$ cat src/rtl/pwm_pkg.sv
// Shared PWM types and constants: FSM state encoding, default sizing and the
// register-block offsets of the divider and duty registers.
package pwm_pkg;

    localparam int unsigned PWM_CNT_W     = 8;
    localparam int unsigned PWM_DT_CYCLES = 4;

    localparam logic [7:0] PWM_FREQ_DIV_ADDR = 8'h0C;
    localparam logic [7:0] PWM_DUTY_ADDR     = 8'h10;

    typedef enum logic [1:0] {
        PWM_IDLE  = 2'd0,
        PWM_RUN   = 2'd1,
        PWM_DRAIN = 2'd2
    } pwm_state_t;

endpackage

$ cat src/rtl/pwm_deadtime.sv
// Dead-time inserter: splits the raw compare level into a true/complement pair
// and holds both low for DT_CYCLES clocks after every raw transition.
module pwm_deadtime
    import pwm_pkg::*;
#(
    parameter int unsigned DT_CYCLES = PWM_DT_CYCLES
) (
    input  logic clk_i,
    input  logic rst_ni,
    input  logic raw_i,
    input  logic active_i,
    output logic out_o,
    output logic out_n_o
);

    logic       raw_q;
    logic [7:0] dt_q;
    logic [7:0] dt_d;
    logic       out_q;
    logic       out_n_q;
    logic       edge_det;

    assign edge_det = (raw_i != raw_q);

    // A new raw edge restarts the count, so pulses shorter than the dead-time
    // never reach either output.
    always_comb begin
        dt_d = dt_q;
        if (edge_det) begin
            dt_d = 8'(DT_CYCLES);
        end else if (dt_q != '0) begin
            dt_d = dt_q - 8'd1;
        end
    end

    always_ff @(posedge clk_i or negedge rst_ni) begin
        if (!rst_ni) begin
            raw_q   <= 1'b0;
            dt_q    <= '0;
            out_q   <= 1'b0;
            out_n_q <= 1'b0;
        end else begin
            raw_q   <= raw_i;
            dt_q    <= dt_d;
            out_q   <= (dt_d == '0) && raw_i;
            out_n_q <= (dt_d == '0) && !raw_i && active_i;
        end
    end

    assign out_o   = out_q;
    assign out_n_o = out_n_q;

endmodule

$ cat src/rtl/pwm_gen.sv
// Single-channel PWM generator with period-boundary double buffering.
// Optional complementary output with dead-time: define PWM_COMP_EN.
module pwm_gen
    import pwm_pkg::*;
#(
    parameter int unsigned CNT_W     = PWM_CNT_W,
    parameter int unsigned DT_CYCLES = PWM_DT_CYCLES
) (
    input  logic             s_axi_aclk,
    input  logic             s_axi_aresetn,
    input  logic             pwm_en,
    input  logic [CNT_W-1:0] pwm_freq_div,
    input  logic [CNT_W-1:0] pwm_duty,
    output logic             pwm_out,
    output logic             pwm_out_n,
    output logic             period_strb,
    output logic             busy
);

    localparam logic [CNT_W-1:0] CNT_MAX = '1;

    if (DT_CYCLES < 1 || DT_CYCLES > 255) begin : g_dt_range_check
        $error("pwm_gen: DT_CYCLES must be in 1..255");
    end

    pwm_state_t       state_q;
    logic [CNT_W-1:0] div_sh_q;
    logic [CNT_W-1:0] duty_sh_q;
    logic [CNT_W-1:0] presc_q;
    logic [CNT_W-1:0] cnt_q;
    logic             period_strb_q;
    logic             busy_q;

    logic active;
    logic tick;
    logic period_end;
    logic raw;

    assign active     = (state_q != PWM_IDLE);
    assign tick       = active && (presc_q == div_sh_q);
    assign period_end = tick && (cnt_q == CNT_MAX);
    assign raw        = active && (cnt_q < duty_sh_q);

    always_ff @(posedge s_axi_aclk or negedge s_axi_aresetn) begin
        if (!s_axi_aresetn) begin
            state_q       <= PWM_IDLE;
            div_sh_q      <= '0;
            duty_sh_q     <= '0;
            presc_q       <= '0;
            cnt_q         <= '0;
            period_strb_q <= 1'b0;
            busy_q        <= 1'b0;
        end else begin
            period_strb_q <= period_end;
            case (state_q)
                PWM_IDLE: begin
                    presc_q <= '0;
                    cnt_q   <= '0;
                    if (pwm_en) begin
                        div_sh_q  <= pwm_freq_div;
                        duty_sh_q <= pwm_duty;
                        state_q   <= PWM_RUN;
                        busy_q    <= 1'b1;
                    end
                end
                PWM_RUN, PWM_DRAIN: begin
                    presc_q <= tick ? '0 : presc_q + 1'b1;
                    if (tick) begin
                        cnt_q <= cnt_q + 1'b1;
                    end
                    // Enable low at a period end retires directly from either
                    // state: the period that was running has just completed.
                    if (period_end) begin
                        if (pwm_en) begin
                            div_sh_q  <= pwm_freq_div;
                            duty_sh_q <= pwm_duty;
                            state_q   <= PWM_RUN;
                            busy_q    <= 1'b1;
                        end else begin
                            state_q <= PWM_IDLE;
                            busy_q  <= 1'b0;
                        end
                    end else begin
                        state_q <= pwm_en ? PWM_RUN : PWM_DRAIN;
                        busy_q  <= 1'b1;
                    end
                end
                default: begin
                    state_q <= PWM_IDLE;
                    presc_q <= '0;
                    cnt_q   <= '0;
                    busy_q  <= 1'b0;
                end
            endcase
        end
    end

    assign period_strb = period_strb_q;
    assign busy        = busy_q;

`ifdef PWM_COMP_EN
    pwm_deadtime #(
        .DT_CYCLES (DT_CYCLES)
    ) u_deadtime (
        .clk_i    (s_axi_aclk),
        .rst_ni   (s_axi_aresetn),
        .raw_i    (raw),
        .active_i (active),
        .out_o    (pwm_out),
        .out_n_o  (pwm_out_n)
    );
`else
    logic pwm_out_q;

    always_ff @(posedge s_axi_aclk or negedge s_axi_aresetn) begin
        if (!s_axi_aresetn) begin
            pwm_out_q <= 1'b0;
        end else begin
            pwm_out_q <= raw;
        end
    end

    assign pwm_out   = pwm_out_q;
    assign pwm_out_n = 1'b0;
`endif

endmodule

$ cat config.mk
export PLATFORM = sky130hd
export DESIGN_NAME = pwm_gen
export DESIGN_NICKNAME = d
export VERILOG_FILES = /design/src/rtl/pwm_pkg.sv /design/src/rtl/pwm_deadtime.sv /design/src/rtl/pwm_gen.sv
export SDC_FILE = /design/constraint.sdc
export NUM_CORES = 1
export LEC_CHECK = 0
export CORE_UTILIZATION = 60
export CTS_BUF_LIST = sky130_fd_sc_hd__clkbuf_4 sky130_fd_sc_hd__clkbuf_8
export CTS_CLUSTER_SIZE = 25
export DETAILED_ROUTE_END_ITERATION = 6
export PLACE_DENSITY = 0.95
export SLEW_MARGIN = 20
export SYNTH_ARGS = -nofsm -noshare
export SYNTH_HDL_FRONTEND = slang
export SYNTH_SLANG_ARGS = --single-unit
$ cat constraint.sdc
create_clock -name s_axi_aclk -period 4.9 [get_ports s_axi_aclk]
set_input_delay 0.98 -clock s_axi_aclk [delete_from_list [all_inputs] [get_ports s_axi_aclk]]
set_output_delay 0.98 -clock s_axi_aclk [all_outputs]
set_load 0.03 [all_outputs]
==> impl_metrics.ini <==
[pwr]
powerDensity_nw_per_um2 = 511
finalPower_mw = 1.13
clkPwrFrac_pct = 15.1
p_switching_uw = 411
netSwitchingFraction_pct = 36.4
leakagePower_nw = 1.06
power.share.sequential_pct = 41.5
pwr-share-comb_pct = 43.5
ir_drop_v = 0.000319
p_int_uw = 719

[detailed_routing]
ant_nets = 0
drt-initial-drc-count = 36
drt-wirelength-per-cell_microns = 15.6
wl_mm = 3.69
first_pass_iters = 4
via_per_inst = 5.79
num_vias = 1372
drc = 0

[floorplanning]
die_area_sq_um = 3420
die_w_microns = 58.5
fp-row-count = 20
die_y_microns = 58.5
start_util_pct = 62.8
ios = 23
core_area_sq_um = 3050

[global_route]
grt_pass1_wl_mm = 6.15
overflow = 0
grt_pass1_vias = 1392
antenna_found_initial = 0
grtUsageTotal_pct = 24.9
grt_max_degree = 38

[yosys]
yosysTopAreaCell = dfrtp_1
synth_warnings = 0
yosys.area.top_type_share_pct = 48.3
synth_edf_count = 0
synth_area_sq_um = 1920
yosys.area_share.adder_pct = 7.18
synth.most_common_cell = dfrtp_1
synth-seq-cells = 37
synth_cells = 168
synthMuxAreaShare_pct = 11.9
synth_top_family_by_area = simple AND/OR/NAND/NOR gates
yosysSeqAreaShare_pct = 48.3
ys_dominant_reg_cell = dfrtp_1
avgSynthCellArea_sq_um = 11.4
synth_cell_types = 41
synth_commonest_cells = dfrtp_1, xor2_1, inv_1, nor2_1, ha_1
synth_xor_area_share_pct = 7.77
synthSimpleGateAreaFrac_pct = 13.3
synth_compound_area_share_pct = 6.85
synth_nets = 198
synthTopCellsByArea = dfrtp_1, mux2_4, ha_1
ys_async_sr_fraction_pct = 100

[clocking]
cts-root-buf = clkbuf_4
tritoncts = yes
clk_latency_ps = 350
clockBufferDepth = 2
clkTransAtPathRegs_ps = 110
cts.repair_timing.setup_buffer_count = 0
postCtsHoldBufs = 0
numCtsBuffers = 5
cts.sinks = 37
cts_htree_levels = 2
cts_resized = 0

[worst_setup_path]
required_ps = 5150
cp_max_fo = 16
path_class = reg -> reg
path_buf_inv = 1
endpoint_kind = flop
reg2reg_from = state_q[1]
path_delay_family = compound AO/OA/AOI/OAI gates
worst-path-stages = 6
crit_start = state_q[1]
slowest_stage = o41a_1
critPathArrivalTime_ps = 3210
max_stage_delay_ps = 890
r2r_cells = 6
worst_r2r_endpoint = div_sh_q[0]
r2r_slack_ps = 1940
endpoint = div_sh_q[0]
start_kind = flop
path_cells = inv_1, ha_1, nor4_2, nand3_1, o41a_1, mux2_4

[place]
port_buffers = 21
hpwlAfterDp_mm = 2.71
dp_slack_ps = 1950
place.gp.congestion = 0.801

[final_layout]
areaGrowthSynthToFinish_pct = 15.3
final_util_pct = 72.4
drive_gt1_share_pct = 14.5
antenna_cells = 0
nets = 222

[timing]
finalHoldViolCount = 0
min_period_ps = 2960
finalCritPeriodShare_pct = 60.4
fin_tns_setup_ps = 0
finalSetupViolCount = 0
max_slew_margin_pct = 34.0
rsz0062_at_grt = false
tightestPinTransition_ps = 991
fin_skew_ps = 10.3
fin_ws_ps = 1940
timing.hold.ws_ps = 527
slew_violations = 0
clock.fmax_mhz = 338

[hold_path]
hp-class = reg -> reg

[outcome]
run_status = finished, final reports clean

[run]
drv_cap = 0
==> flip-flops by register name, summed over array words and instances, names as in the netlist <==
register,count
busy,1
cnt_q,8
div_sh_q,8
duty_sh_q,8
period_strb,1
presc_q,8
pwm_out,1
state_q,2
==> area by class of cell <==
cell class	count	area (sq um)
clock buffer	8	60.1
multi-input combinational	113	903
inverter	13	48.8
sequential	37	926
fill	236	842
tap	44	55.1
timing repair buffer	22	218
==> kinds of logic after synthesis <==
| kind of cell | after synthesis |
|---|---|
| other | 1 |
| flip-flops | 37 |
| multiplexers | 17 |
| buffers and inverters | 18 |
| adder cells (fa/ha/maj) | 11 |
| AO/OA/AOI/OAI | 19 |
| XOR/XNOR | 17 |
| AND/OR/NAND/NOR | 48 |
==> power by group through the flow <==
stage	clock network, mW	registers [mW]	logic [mW]
after floorplan	0	0.469	0.379
after global placement	0	0.467	0.457
after detailed placement	0	0.475	0.489
after CTS	0.174	0.469	0.494
after global routing	0.183	0.481	0.541
final	0.170	0.469	0.492
==> cells in the final DEF, fill, tap and decap left out, types with 2 or more instances in the layout <==
cell type | netlist | routed
ha_1 | 11 | 11
nor2_1 | 12 | 12
clkbuf_4 | 0 | 8
nand3_1 | 10 | 10
xor2_1 | 14 | 14
nand4_1 | 3 | 3
a21oi_1 | 6 | 6
xnor2_1 | 3 | 3
or3_1 | 2 | 2
dfrtp_1 | 37 | 37
clkdlybuf4s50_1 | 0 | 21
nand2_1 | 6 | 6
a21o_1 | 2 | 2
mux2_4 | 10 | 10
nor3_1 | 3 | 3
o21ai_0 | 2 | 2
inv_1 | 12 | 12
mux2_2 | 6 | 6
and3_1 | 4 | 4
==> stage by stage <==
stage	instance area, sq um	instances
6_report	2210	237
3_3_place_gp	2150	229
4_1_cts	2210	237
3_5_place_dp	2150	229
2_1_floorplan	1920	168
5_1_grt	2210	237
==> worst min-delay path by stage <==
stage	cells past startpoint	end	startpoint	slack [ps]
3_3_place_gp	1	duty_sh_q[3]	duty_sh_q[3]	500
4_1_cts	1	duty_sh_q[0]	duty_sh_q[0]	530
2_1_floorplan	1	duty_sh_q[1]	duty_sh_q[1]	480
5_1_grt	1	duty_sh_q[2]	duty_sh_q[2]	550
3_5_place_dp	1	duty_sh_q[0]	duty_sh_q[0]	500
6_report	1	duty_sh_q[0]	duty_sh_q[0]	530
==> per-layer routing <==
metal | track usage, % | up-vias | wire length (microns)
li1 | - | 640 | -
met1 | 27.8 | 675 | 1450
met2 | 44.3 | 45 | 1960
met3 | 5.27 | 12 | 167
met4 | 13.6 | 0 | 109
met5 | 0 | - | 0
Note: power is estimated with default switching activity, not from simulation.
